`src/rtl/param_alu_pkg.sv`:
```
// param_alu_pkg: shared definitions for the parameterised ALU.
//   op_t   - 2-bit operation select
//   OP_ADD - 0, OP_SUB - 1, OP_AND - 2, OP_XOR - 3
package param_alu_pkg;

    typedef logic [1:0] op_t;

    localparam op_t OP_ADD = 2'd0;
    localparam op_t OP_SUB = 2'd1;
    localparam op_t OP_AND = 2'd2;
    localparam op_t OP_XOR = 2'd3;

endpackage

```
`src/rtl/param_alu_if.sv`:
```
// param_alu_if: operand/result bundle for param_alu.
//   valid_in, op, A, B              - request side, driven by the master
//   C, valid_out, carry_out, ovf    - registered result side, driven by the slave (ALU)
// WIDTH must match the WIDTH of the param_alu instance it connects to.
interface param_alu_if #(
    parameter int unsigned WIDTH = 32
) ();
    import param_alu_pkg::*;

    logic             valid_in;
    op_t              op;
    logic [WIDTH-1:0] A;
    logic [WIDTH-1:0] B;
    logic [WIDTH-1:0] C;
    logic             valid_out;
    logic             carry_out;
    logic             ovf;

    modport master (
        output valid_in, op, A, B,
        input  C, valid_out, carry_out, ovf
    );

    modport slave (
        input  valid_in, op, A, B,
        output C, valid_out, carry_out, ovf
    );

endinterface

```
`src/rtl/param_alu_core.sv`:
```
// param_alu_core: purely combinational result/flag computation.
//   op    - operation select (ADD, SUB, AND, XOR)
//   a, b  - unsigned operands, WIDTH bits
//   c     - result, WIDTH bits
//   carry - ADD: carry out of MSB; SUB: unsigned borrow (a < b); logic ops: 0
//   ovf   - signed overflow for ADD/SUB; 0 for logic ops
// Build option: PARAM_ALU_SAT_EN makes ADD/SUB saturate unsigned (carry -> all-ones,
// borrow -> zero); carry and ovf still describe the unsaturated result.
module param_alu_core
    import param_alu_pkg::*;
#(
    parameter int unsigned WIDTH = 32
) (
    input  op_t              op,
    input  logic [WIDTH-1:0] a,
    input  logic [WIDTH-1:0] b,
    output logic [WIDTH-1:0] c,
    output logic             carry,
    output logic             ovf
);

    localparam int unsigned Msb = WIDTH - 1;

    // One extra bit: sum[WIDTH] is the carry, diff[WIDTH] is set exactly when a < b.
    logic [WIDTH:0] sum;
    logic [WIDTH:0] diff;

    assign sum  = {1'b0, a} + {1'b0, b};
    assign diff = {1'b0, a} - {1'b0, b};

    always_comb begin
        c     = '0;
        carry = 1'b0;
        ovf   = 1'b0;
        case (op)
            OP_ADD: begin
                c     = sum[WIDTH-1:0];
                carry = sum[WIDTH];
                ovf   = (a[Msb] == b[Msb]) && (sum[Msb] != a[Msb]);
`ifdef PARAM_ALU_SAT_EN
                if (sum[WIDTH]) begin
                    c = '1;
                end
`endif
            end
            OP_SUB: begin
                c     = diff[WIDTH-1:0];
                carry = diff[WIDTH];
                ovf   = (a[Msb] != b[Msb]) && (diff[Msb] != a[Msb]);
`ifdef PARAM_ALU_SAT_EN
                if (diff[WIDTH]) begin
                    c = '0;
                end
`endif
            end
            OP_AND:  c = a & b;
            OP_XOR:  c = a ^ b;
            default: c = '0;
        endcase
    end

endmodule

```
`src/rtl/param_alu.sv`:
```
// param_alu: registered two-operand ALU, one cycle of latency, no backpressure.
//   clk - rising-edge clock
//   rst - asynchronous active-high reset; clears C, valid_out, carry_out, ovf
//   bus - param_alu_if slave: valid_in/op/A/B in, C/valid_out/carry_out/ovf out
// WIDTH: operand/result width, 2..64. Build option PARAM_ALU_SAT_EN (see param_alu_core).
// When valid_in is low the result registers hold and valid_out drops for that cycle.
module param_alu
    import param_alu_pkg::*;
#(
    parameter int unsigned WIDTH = 32
) (
    input  logic        clk,
    input  logic        rst,
    param_alu_if.slave  bus
);

    logic [WIDTH-1:0] c_d;
    logic             carry_d;
    logic             ovf_d;

    logic [WIDTH-1:0] c_q;
    logic             carry_q;
    logic             ovf_q;
    logic             valid_q;

    param_alu_core #(
        .WIDTH (WIDTH)
    ) u_core (
        .op    (bus.op),
        .a     (bus.A),
        .b     (bus.B),
        .c     (c_d),
        .carry (carry_d),
        .ovf   (ovf_d)
    );

    always_ff @(posedge clk or posedge rst) begin
        if (rst) begin
            c_q     <= '0;
            carry_q <= 1'b0;
            ovf_q   <= 1'b0;
            valid_q <= 1'b0;
        end else begin
            valid_q <= bus.valid_in;
            if (bus.valid_in) begin
                c_q     <= c_d;
                carry_q <= carry_d;
                ovf_q   <= ovf_d;
            end
        end
    end

    assign bus.C         = c_q;
    assign bus.carry_out = carry_q;
    assign bus.ovf       = ovf_q;
    assign bus.valid_out = valid_q;

endmodule

```
`src/flat_wrapper.sv`:
```
// flat-port wrapper written by rule: the top's interface ports become plain ports
module param_alu_flat import param_alu_pkg::*;
#(
    parameter int unsigned WIDTH = 32
)
  (clk, rst, bus_valid_in, bus_op, bus_A, bus_B, bus_C, bus_valid_out, bus_carry_out, bus_ovf);
  param_alu_if #(.WIDTH(WIDTH)) bus_i ();
  input  logic clk;
  input  logic rst;
  input wire logic [$bits(bus_i.valid_in)-1:0] bus_valid_in;
  input wire logic [$bits(bus_i.op)-1:0] bus_op;
  input wire logic [$bits(bus_i.A)-1:0] bus_A;
  input wire logic [$bits(bus_i.B)-1:0] bus_B;
  output wire logic [$bits(bus_i.C)-1:0] bus_C;
  output wire logic [$bits(bus_i.valid_out)-1:0] bus_valid_out;
  output wire logic [$bits(bus_i.carry_out)-1:0] bus_carry_out;
  output wire logic [$bits(bus_i.ovf)-1:0] bus_ovf;
  assign bus_i.valid_in = bus_valid_in;
  assign bus_i.op = bus_op;
  assign bus_i.A = bus_A;
  assign bus_i.B = bus_B;
  assign bus_C = bus_i.C;
  assign bus_valid_out = bus_i.valid_out;
  assign bus_carry_out = bus_i.carry_out;
  assign bus_ovf = bus_i.ovf;
  param_alu #(.WIDTH(WIDTH)) u_core (.clk(clk), .rst(rst), .bus(bus_i));
endmodule
```
`config.mk`:
```
export PLATFORM = sky130hd
export DESIGN_NAME = param_alu_flat
export DESIGN_NICKNAME = d
export VERILOG_FILES = /design/src/rtl/param_alu_pkg.sv /design/src/rtl/param_alu_if.sv /design/src/rtl/param_alu_core.sv /design/src/rtl/param_alu.sv /design/src/flat_wrapper.sv
export SDC_FILE = /design/constraint.sdc
export NUM_CORES = 1
export LEC_CHECK = 0
export BUFFER_PORTS_ARGS = -buffer_cell sky130_fd_sc_hd__clkbuf_2
export CAP_MARGIN = 20
export CELL_PAD_IN_SITES_DETAIL_PLACEMENT = 1
export CELL_PAD_IN_SITES_GLOBAL_PLACEMENT = 1
export CORE_AREA = 2 2 122 124
export DETAILED_ROUTE_END_ITERATION = 6
export DIE_AREA = 0 0 124 126
export PLACE_DENSITY = 0.81
export SLEW_MARGIN = 15
export SYNTH_ARGS = -nofsm -noshare
export SYNTH_HDL_FRONTEND = slang
export SYNTH_HIERARCHICAL = 1
export SYNTH_SLANG_ARGS = --single-unit
```
`constraint.sdc`:
```
create_clock -name clk -period 1.17 [get_ports clk]
set_input_delay 0.0585 -clock clk [delete_from_list [all_inputs] [get_ports clk]]
set_output_delay 0.0585 -clock clk [all_outputs]
set_load 0.05 [all_outputs]
```
==> impl_metrics.py, run 1 <==
metrics = {
    "placed_design": {
        "hpwl_um": 22500,
        "gp_congestion": 0.943,
        "portBuffers": 103,
        "dpl_worst_slack_ns": -1.87,
    },
    "synth": {
        "synth-seq-area-share": 0.148,
        "yosysTopAreaCell": "dfrtp_1",
        "synth_area_leaders": "dfrtp_1, ha_1, a21oi_1",
        "synth_common_cells": "a21oi_1, nor2_1, ha_1",
        "ys_types": 83,
        "async_flop_share": 1.00,
        "synth.top_cell.area_share": 0.148,
        "ys_ff_latch": 35,
        "yosys_warnings": 6,
        "syn_area_per_cell_um2": 7.55,
        "ys.flop_type": "dfrtp_1",
        "synth_cells": 782,
        "synthesis.area_mm2": 0.00590,
        "synth_edf_count": 0,
        "syn-num-nets": 917,
    },
    "die": {
        "row_count": 44,
        "start_util": 0.412,
        "die_h_um": 126,
        "dieWidth_um": 124,
        "io-pin-count": 104,
    },
    "grt": {
        "overflow": 303,
        "globalRouteTotalUtil": 0.867,
        "grt_max_degree": 36,
    },
    "sta": {
        "worst_path_end_type": "sequential cell input",
        "grt-worst-endpoint": "u_core/bus.C[22]$_DFFE_PP0P_/D",
    },
    "cts": {
        "numCtsBuffers": 5,
        "cts.path.max_buffers": 2,
        "cts_sinks": 35,
        "clock-root-buffer": "clkbuf_16",
        "htree_levels": 2,
    },
    "outcome": {
        "error": "[ERROR GRT-0232] Routing congestion too high. Check the congestion heatmap in the GUI.",
        "haltStage": "global routing (5_1_grt)",
        "status": "did not finish",
    },
}
==> metal layers <==
layer | GRT overflow | global-route usage
met1 | 4 | 0.868
met2 | 176 | 1.00
met3 | 0 | 0.726
met4 | 123 | 0.925
met5 | 0 | 0.171
==> kinds of logic after synthesis <==
logic type,count (synthesis),synth area share
XOR/XNOR,7,0.0104
AO/OA/AOI/OAI,297,0.338
adder cells (fa/ha/maj),66,0.142
multiplexers,45,0.104
flip-flops,35,0.148
buffers and inverters,117,0.0872
AND/OR/NAND/NOR,215,0.169
==> metrics by stage <==
stage	setup TNS, ns	cell area (um2)	utilization	hold slack, ns	instances
2_1_floorplan	-29.82	6300	-	0.0899	782
3_3_place_gp	-44.82	8940	0.625	0.112	1306
3_5_place_dp	-48.13	8940	0.625	0.168	1306
4_1_cts	-34.21	9850	0.688	0.158	1334
==> repair_timing <==
action | in CTS
setup endpoints to repair | 33
setup buffers | 23
endpoints found under the hold margin | 35
resized for setup | 127
hold buffers | 1
pin swaps | 77
==> run 2: changes to the inputs <==
Settings changed: CELL_PAD_IN_SITES_DETAIL_PLACEMENT 1 to default, CELL_PAD_IN_SITES_GLOBAL_PLACEMENT 1 to default, CORE_AREA 2 2 122 124 to 2 2 133 135, DIE_AREA 0 0 124 126 to 0 0 135 137, PLACE_DENSITY 0.81 to default, PLACE_DENSITY_LB_ADDON from default to 0.15.
==> run 2 against run 1 <==
Effect of this change: the flow now finishes, with violations (setup timing); synthesized area stayed put; synthesized cell count unchanged.
==> impl_metrics.py, run 2 <==
metrics = {
    "sta": {
        "setup_ws_ns": -1.37,
        "setup_viol": 33,
        "grt_setup_unrepaired": "yes",
        "maxSlewHeadroom": 0.671,
        "worstMarginPinSlew_ns": 0.489,
        "final_hold_viol_count": 0,
        "finalCritPeriodShare": 2.17,
        "max_freq_mhz": 394,
        "fin_skew_ns": 0,
        "period_minus_slack_ns": 2.54,
        "slew_viol_final": 0,
    },
    "cts": {
        "cts_sinks": 35,
        "clk-insertion-delay-late_ns": 0.29,
        "clk_pin_slew_ns": 0.07,
        "htree_levels": 2,
        "numCtsBuffers": 5,
        "cts.path.max_buffers": 2,
        "cts_tree": "yes",
        "clock-root-buffer": "clkbuf_16",
    },
    "grt": {
        "grt_util_met3": 0.0226,
        "use_met2": 0.419,
        "grt_pass1_wl_um": 35000,
        "antenna_found_initial": 0,
        "grt_max_degree": 36,
        "grt.busiest_layer": "met2",
        "globalRouteTotalUtil": 0.237,
        "overflow": 0,
        "grt_pass1_vias": 7026,
        "use_met1": 0.306,
    },
    "synth": {
        "syn-num-nets": 917,
        "ys.flop_type": "dfrtp_1",
        "synth_cells": 782,
        "async_flop_share": 1.00,
        "synthesis.area_mm2": 0.00590,
        "ys_types": 83,
        "ys_ff_latch": 35,
        "synth_area_leaders": "dfrtp_1, ha_1, a21oi_1",
        "synth.top_cell.area_share": 0.148,
        "yosysTopAreaCell": "dfrtp_1",
        "synth_common_cells": "a21oi_1, nor2_1, ha_1",
        "synth-seq-area-share": 0.148,
        "syn_area_per_cell_um2": 7.55,
        "synth_edf_count": 0,
        "yosys_warnings": 6,
    },
    "worst_setup_path": {
        "critPathMaxFanout": 3,
        "cp_cell_sequence": "clkbuf_2, ha_4, or4_4, buf_6, nor3_4, a21o_2, o31ai_4, o211ai_4, a31oi_4, o211a_1, a2111oi_4, nor3_2, mux2_4",
        "r2r-start": "u_core/bus.C[30]",
        "cpPeakStageDelay_ns": 0.54,
        "crit_buf_inv": 2,
        "critPathRequiredTime_ns": 1.35,
        "startpoint": "bus_A[7]",
        "timing.critical_path.from_type": "primary input",
        "slowest_stage": "or4_4",
        "rrSetupSlack_ns": 0.34,
        "arrival_ns": 2.72,
        "crit_family": "compound AO/OA/AOI/OAI gates",
        "crit_type": "in -> reg",
        "crit_path_end_kind": "register",
    },
    "final_layout": {
        "syn2layout_area_growth_pct": 69.4,
        "largest_reg_flops": 32,
        "final_nets": 1281,
        "final_common_cell": "buf_4",
        "seqCellArea_um2": 876,
        "fill_cells": 1580,
        "drive_above_1_share": 0.523,
        "antenna_cells": 0,
        "final_cell_mix": "buf_4, clkbuf_2, nor2_1, a21oi_1, ha_1",
        "multiInputGateArea_mm2": 0.00533,
        "fin_cells": 1372,
    },
    "die": {
        "start_util": 0.346,
        "die_h_um": 137,
        "row_count": 48,
        "dieWidth_um": 135,
        "io-pin-count": 104,
        "dieArea_mm2": 0.0185,
        "core_region_area_mm2": 0.0171,
    },
    "detailed_routing": {
        "firstDrtPassIters": 5,
        "ant_nets": 0,
        "drt-total-wl_um": 22400,
        "wire_per_inst_um": 16.3,
        "viasPerCell": 5.26,
        "vias": 7215,
        "drt-initial-drc-count": 573,
        "route.detailed.drc": 0,
    },
    "pwr": {
        "clkPwrFrac": 0.183,
        "leakagePower_nw": 4.79,
        "power.switching_mw": 4.03,
        "seqPwrFrac": 0.174,
        "powerDensity_mw_per_mm2": 924,
        "p_comb_frac": 0.643,
        "switching_share": 0.437,
        "fin_total_pwr_mw": 9.23,
        "p_int_mw": 5.20,
        "ir_drop_mv": 0.596,
    },
    "placed_design": {
        "dp_cells": 1337,
        "portBuffers": 103,
        "gp_congestion": 0.961,
        "hpwl_um": 17300,
    },
    "outcome": {
        "violations": "setup timing",
        "status": "finished with violations",
    },
    "flow_run": {
        "cap_violations": 0,
    },
    "min_path": {
        "hold_start": "bus_valid_in",
        "min_path_type": "in -> reg",
    },
}
## run 2: metal layers
metal	vias up	routed length, um
li1	3558	-
met4	0	512
met3	39	815
met1	3427	10100
met5	-	0
met2	191	11000
## run 2: stage by stage
stage | TNS, ns | cell area (um2) | util | hold slack, ns | setup WS [ns]
3_3_place_gp | -44.32 | 8930 | 0.524 | 0.115 | -1.64
3_5_place_dp | -45.09 | 8930 | 0.524 | 0.123 | -1.72
2_1_floorplan | -29.82 | 6300 | - | 0.0899 | -1.26
5_1_grt | -36.28 | 9990 | 0.586 | 0.165 | -1.44
4_1_cts | -32.22 | 9640 | 0.565 | 0.154 | -1.33
6_report | -33.61 | 9990 | 0.586 | 0.153 | -1.37
## run 2: worst paths after layout
check | endpoint | cells past startpoint
max | u_core/bus.C[30] | 13
min | u_core/bus.valid_out | 2
max reg2reg | u_core/bus.C[30] | 1
min reg2reg | u_core/bus.C[31] | 1
max in group asynchronous | u_core/bus.C[18] | 4
min in group asynchronous | u_core/bus.C[9] | 4
## run 2: timing repair
item	in CTS	in global routing
setup buffers	21	13
setup endpoints to repair	33	33
pin swaps	65	58
hold buffers	1	0
hold endpoints to repair	35	0
gates resized for setup	85	64
## run 2: area by class of cell
| type | count | area share |
|---|---|---|
| multi-input cells | 630 | 0.534 |
| clock buffers | 6 | 0.0139 |
| inverters | 65 | 0.0294 |
| well taps | 225 | 0.0282 |
| flip-flops and latches | 35 | 0.0876 |
| repair buffers | 409 | 0.304 |
| clock inverters | 2 | 0.00351 |
## run 2: cells by family (layout without fill, tap and decap cells)
group,Yosys count,count (layout),synth area share
XOR/XNOR,7,7,0.0104
AO/OA/AOI/OAI,297,297,0.338
flip-flops,35,35,0.148
multiplexers,45,45,0.104
buffers and inverters,117,482,0.0872
AND/OR/NAND/NOR,215,215,0.169
adder cells (fa/ha/maj),66,66,0.142
## run 2: power by group through the flow
stage / Sequential, mW / Combinational, mW / Clock (mW)
floorplan: 2.42 / 2.46 / 0
global placement: 1.62 / 5.28 / 0
detailed placement: 1.62 / 5.30 / 0
CTS: 1.61 / 5.67 / 1.73
global route: 1.63 / 6.35 / 1.77
finish: 1.60 / 5.94 / 1.69
No activity file was read; power rests on OpenSTA's default activity.
==> run 3: changes to the inputs <==
Settings changed: PLACE_DENSITY_LB_ADDON 0.15 to default.
==> run 3 against run 2 <==
Effect of this change: the flow still finishes with violations (setup timing); combinational power grew 1%; power grew 3.0%; die area is the same; design area grew 1.3%; core utilization grew 0.74 points; critical path type unchanged; critical endpoint unchanged.
==> impl_metrics.py, run 3 (same netlist as run 2, synthesis figures left out) <==
metrics = {
    "worst_setup_path": {
        "critPathMostFrequentCell": "buf_6",
        "cp.depth": 14,
        "crit_buf_inv": 3,
        "cp_cell_sequence": "buf_6, inv_4, ha_4, or4_4, buf_6, nor3_4, a21o_4, o31ai_4, o211ai_2, a31oi_4, o211a_1, a2111oi_4, nor3_2, mux2_4",
        "crit_end": "u_core/bus.C[30]",
        "crit_type": "in -> reg",
        "crit_path_end_kind": "register",
        "critPathMaxFanout": 3,
        "slowest_stage": "or4_4",
        "rr_worst_depth": 1,
        "cpPeakStageDelay_ns": 0.56,
        "startpoint": "bus_B[7]",
        "rrSetupSlack_ns": 0.35,
        "timing.critical_path.from_type": "primary input",
        "crit_family": "compound AO/OA/AOI/OAI gates",
        "r2r-start": "u_core/bus.C[24]",
        "reg2reg_to": "u_core/bus.C[24]",
        "critPathRequiredTime_ns": 1.35,
        "arrival_ns": 2.65,
    },
    "final_layout": {
        "fin_cells": 1364,
        "final_common_cell": "buf_4",
        "drive_above_1_share": 0.536,
        "largest_reg_flops": 32,
        "antenna_cells": 0,
        "final_cell_mix": "buf_4, clkbuf_2, nor2_1, a21oi_1, ha_1",
        "final_nets": 1273,
        "syn2layout_area_growth_pct": 71.5,
    },
    "grt": {
        "grt_max_degree": 36,
        "grt_pass1_wl_um": 35400,
        "globalRouteTotalUtil": 0.239,
        "overflow": 0,
        "grt_pass1_vias": 7198,
        "antenna_found_initial": 0,
    },
    "cts": {
        "numCtsBuffers": 5,
        "cts_tree": "yes",
        "cts_sinks": 35,
        "cts.path.max_buffers": 2,
        "clk_pin_slew_ns": 0.07,
        "clk-insertion-delay-late_ns": 0.30,
        "htree_levels": 2,
        "clock-root-buffer": "clkbuf_16",
    },
    "sta": {
        "worstMarginPinSlew_ns": 0.527,
        "setup_ws_ns": -1.30,
        "max_freq_mhz": 404,
        "tns_ns": -32.48,
        "finalCritPeriodShare": 2.11,
        "grt_setup_unrepaired": "yes",
        "final_hold_viol_count": 0,
        "period_minus_slack_ns": 2.47,
        "fin_skew_ns": 0,
        "slew_viol_final": 0,
        "setup_viol": 32,
        "maxSlewHeadroom": 0.646,
    },
    "pwr": {
        "switching_share": 0.431,
        "seqPwrFrac": 0.169,
        "clkPwrFrac": 0.198,
        "p_comb_frac": 0.633,
        "leakagePower_nw": 4.81,
        "powerDensity_mw_per_mm2": 939,
        "p_int_mw": 5.41,
        "ir_drop_mv": 0.808,
        "power.switching_mw": 4.10,
    },
    "die": {
        "start_util": 0.346,
        "dieWidth_um": 135,
        "dieArea_mm2": 0.0185,
        "die_h_um": 137,
        "row_count": 48,
        "core_region_area_mm2": 0.0171,
        "io-pin-count": 104,
    },
    "detailed_routing": {
        "route.detailed.drc": 0,
        "firstDrtPassIters": 5,
        "drt-total-wl_um": 22600,
        "ant_nets": 0,
        "wire_per_inst_um": 16.6,
        "drt-initial-drc-count": 474,
        "vias": 7278,
        "viasPerCell": 5.34,
    },
    "flow_run": {
        "cap_violations": 0,
    },
    "min_path": {
        "min_path_type": "in -> reg",
    },
    "placed_design": {
        "portBuffers": 103,
        "gp_congestion": 0.937,
        "hpwl_um": 17400,
        "dp_cells": 1333,
    },
    "outcome": {
        "status": "finished with violations",
        "violations": "setup timing",
    },
}
[run 3: cell count changes in the layout (fill, tap and decap cells not counted), sizes merged]
cell and change:
bufinv +1, clkbuf -1, buf -7, clkinv -1
[run 3: repair_timing]
item	CTS	global route
buffers inserted	20	10
resized for setup	80	87
endpoints found under the setup margin	33	34
pin swaps	51	51
gates cloned	0	0
hold buffers	1	0
hold endpoints to repair	35	0
[run 3: final cells by class]
cell class              instances  area, um2
clock inverters                 2       60.1
fillers                      1509       6940
inverters                      65        302
repair buffers                401       3070
multi-input cells             630       5400
clock buffers                   6        129
flip-flops and latches         35        876
well taps                     225        282
[run 3: worst min-delay path by stage]
| stage | from | end | slack [ns] | cells past startpoint |
|---|---|---|---|---|
| 2_1_floorplan | bus_valid_in | u_core/bus.valid_out | 0.09 | 0 |
| 3_3_place_gp | rst | u_core/bus.C[26] | 0.12 | 3 |
| 3_5_place_dp | rst | u_core/bus.C[26] | 0.12 | 3 |
| 4_1_cts | bus_valid_in | u_core/bus.valid_out | 0.12 | 2 |
| 5_1_grt | bus_valid_in | u_core/bus.valid_out | 0.12 | 2 |
| 6_report | bus_valid_in | u_core/bus.valid_out | 0.12 | 2 |
[run 3: layer usage]
metal  part of all wire  track usage  vias up
met5                  0            0        -
met4              0.027       0.0700        0
met3              0.043       0.0293       53
met2               0.49        0.427      232
met1               0.44        0.301     3441
li1                   -            -     3552
[run 3: through the flow]
step | utilization | cell area (um2) | power [mW] | hold WS [ns] | setup slack, ns
3_5_place_dp | 0.526 | 8960 | 6.93 | 0.122 | -1.77
4_1_cts | 0.570 | 9720 | 9.20 | 0.123 | -1.31
3_3_place_gp | 0.526 | 8960 | 6.89 | 0.118 | -1.72
6_report | 0.593 | 10100 | 9.50 | 0.122 | -1.30
5_1_grt | 0.593 | 10100 | 9.99 | 0.125 | -1.42
2_1_floorplan | - | 6300 | 4.88 | 0.0899 | -1.26
[run 3: power groups by stage]
stage          sequential (mW)  combinational (mW)  clock, mW
6_report                  1.61                6.02       1.88
3_3_place_gp              1.63                5.26          0
3_5_place_dp              1.63                5.30          0
2_1_floorplan             2.42                2.46          0
5_1_grt                   1.63                6.42       1.94
4_1_cts                   1.61                5.67       1.91
==> run 4: changes to the inputs <==
--- a/config.mk
+++ b/config.mk
@@ -12,2 +12,4 @@
 export DIE_AREA = 0 0 135 137
+export HOLD_SLACK_MARGIN = 0.03
+export RECOVER_POWER = 50
 export SLEW_MARGIN = 15
==> constraint.sdc (replaced) <==
create_clock -name clk -period 1.17 [get_ports clk]
set_input_delay 0.117 -clock clk [delete_from_list [all_inputs] [get_ports clk]]
set_output_delay 0.117 -clock clk [all_outputs]
set_load 0.05 [all_outputs]
==> run 4 against run 3 <==
Effect of this change: highest routed layer unchanged; the flow still finishes with violations (setup timing); design area is 0.96% lower; largest power group unchanged; cell count barely moved; fmax is 1.0% lower.
==> impl_metrics.py, run 4 (same netlist as run 2, synthesis figures left out) <==
metrics = {
    "placed_design": {
        "portBuffers": 103,
        "dpl_worst_slack_ns": -1.77,
        "hpwl_um": 17400,
        "gp_congestion": 0.924,
    },
    "grt": {
        "grt_max_degree": 36,
        "use_met2": 0.429,
        "use_met1": 0.296,
        "grt_pass1_wl_um": 34800,
        "grt_util_met3": 0.0263,
        "antenna_found_initial": 0,
        "globalRouteTotalUtil": 0.235,
        "grt_pass1_vias": 6952,
        "grt.busiest_layer": "met2",
        "overflow": 0,
    },
    "pwr": {
        "powerDensity_mw_per_mm2": 943,
        "leakagePower_nw": 4.78,
        "ir_drop_mv": 0.568,
    },
    "die": {
        "die_h_um": 137,
        "start_util": 0.346,
        "dieWidth_um": 135,
        "row_count": 48,
        "core_region_area_mm2": 0.0171,
        "io-pin-count": 104,
        "dieArea_mm2": 0.0185,
    },
    "sta": {
        "maxSlewHeadroom": 0.600,
        "slew_viol_final": 0,
        "max_freq_mhz": 400,
        "period_minus_slack_ns": 2.50,
        "grt_setup_unrepaired": "yes",
        "tns_ns": -33.23,
        "setup_ws_ns": -1.33,
        "worstMarginPinSlew_ns": 0.601,
        "finalCritPeriodShare": 2.14,
        "final_hold_viol_count": 0,
        "setup_viol": 33,
        "fin_skew_ns": 0,
    },
    "worst_setup_path": {
        "critPathRequiredTime_ns": 1.36,
        "rrSetupSlack_ns": 0.33,
        "crit_path_end_kind": "register",
        "crit_type": "in -> reg",
        "rr_worst_depth": 1,
        "r2r-start": "u_core/bus.C[24]",
        "timing.critical_path.from_type": "primary input",
        "reg2reg_to": "u_core/bus.C[24]",
        "arrival_ns": 2.69,
        "critPathMaxFanout": 4,
    },
    "final_layout": {
        "final_nets": 1274,
        "syn2layout_area_growth_pct": 69.8,
        "fill_cells": 1546,
        "largest_reg_flops": 32,
        "final_cell_mix": "buf_4, clkbuf_2, nor2_1, a21oi_1, inv_1",
        "antenna_cells": 0,
        "drive_above_1_share": 0.527,
        "final_common_cell": "buf_4",
    },
    "cts": {
        "clk-insertion-delay-late_ns": 0.30,
        "cts.path.max_buffers": 2,
        "clock-root-buffer": "clkbuf_16",
        "numCtsBuffers": 5,
        "cts_tree": "yes",
        "cts_sinks": 35,
        "clk_pin_slew_ns": 0.07,
        "htree_levels": 2,
    },
    "outcome": {
        "status": "finished with violations",
        "violations": "setup timing",
    },
    "detailed_routing": {
        "firstDrtPassIters": 7,
        "route.detailed.drc": 0,
        "drt-initial-drc-count": 657,
        "drt-total-wl_um": 22500,
        "wire_per_inst_um": 16.5,
        "ant_nets": 0,
        "viasPerCell": 5.31,
        "vias": 7245,
    },
    "flow_run": {
        "cap_violations": 0,
    },
    "min_path": {
        "whs_path_depth": 2,
        "min_path_type": "in -> reg",
        "whs_endpoint": "u_core/bus.valid_out",
        "hold_start": "bus_valid_in",
    },
}
[run 4: cell type report]
class,count,area [um2],share of cell area
multi-input combinational,630,5380,0.537
timing repair buffer,402,2990,0.299
sequential,35,876,0.0874
inverter,65,302,0.0301
tap,225,282,0.0281
clock buffer,6,129,0.0129
clock inverter,2,60.1,0.00599
[run 4: layer usage]
metal,part of all wire,vias to the layer above
li1,-,3552
met1,0.43,3394
met2,0.50,255
met3,0.044,44
met4,0.023,0
met5,0,-
[run 4: per-stage QoR]
stage / hold slack [ns] / util / instance area, um2 / cells / power (mW)
global route: 0.231 / 0.588 / 10000 / 1365 / 9.92
CTS: 0.229 / 0.573 / 9770 / 1360 / 9.23
finish: 0.225 / 0.588 / 10000 / 1365 / 9.45
global placement: 0.181 / 0.524 / 8940 / 1337 / 6.89
floorplan: 0.148 / - / 6300 / 782 / 4.88
detailed placement: 0.182 / 0.524 / 8940 / 1337 / 6.93
[run 4: repair_timing]
item                                   in CTS  in global routing
setup endpoints to repair                  35                 34
gates resized for setup                   105                 58
setup buffers                              18                 11
hold buffers                                1                  0
pin swaps                                  71                 50
endpoints found under the hold margin      35                  0
[run 4: worst max-delay path by stage]
stage,start,to,slack [ns]
6_report,bus_B[1],u_core/bus.C[23],-1.33
5_1_grt,bus_B[6],u_core/bus.C[29],-1.45
4_1_cts,bus_B[1],u_core/bus.C[23],-1.30
3_5_place_dp,bus_A[0],u_core/bus.carry_out,-1.77
3_3_place_gp,bus_A[0],u_core/bus.C[24],-1.74
2_1_floorplan,bus_A[0],u_core/bus.C[30],-1.32
[run 4: critical path, stage by stage]
cell and delay (ns):
clkbuf_16 0.12, clkinv_8 0.04, ha_4 0.23, nor2b_4 0.12, o31a_1 0.27, a21oi_2 0.22, a21o_1 0.26, a31oi_4 0.14
a21bo_4 0.25, buf_12 0.13, a221oi_2 0.22, a31oi_1 0.06, o221a_2 0.24, mux2_4 0.25
[run 4: power breakdown]
group	switching (mW)	internal (mW)	leakage, nW
combinational	3.25	2.70	4.28
sequential	0.164	1.45	0.412
clock	0.660	1.23	0.0911
total	4.08	5.37	4.78
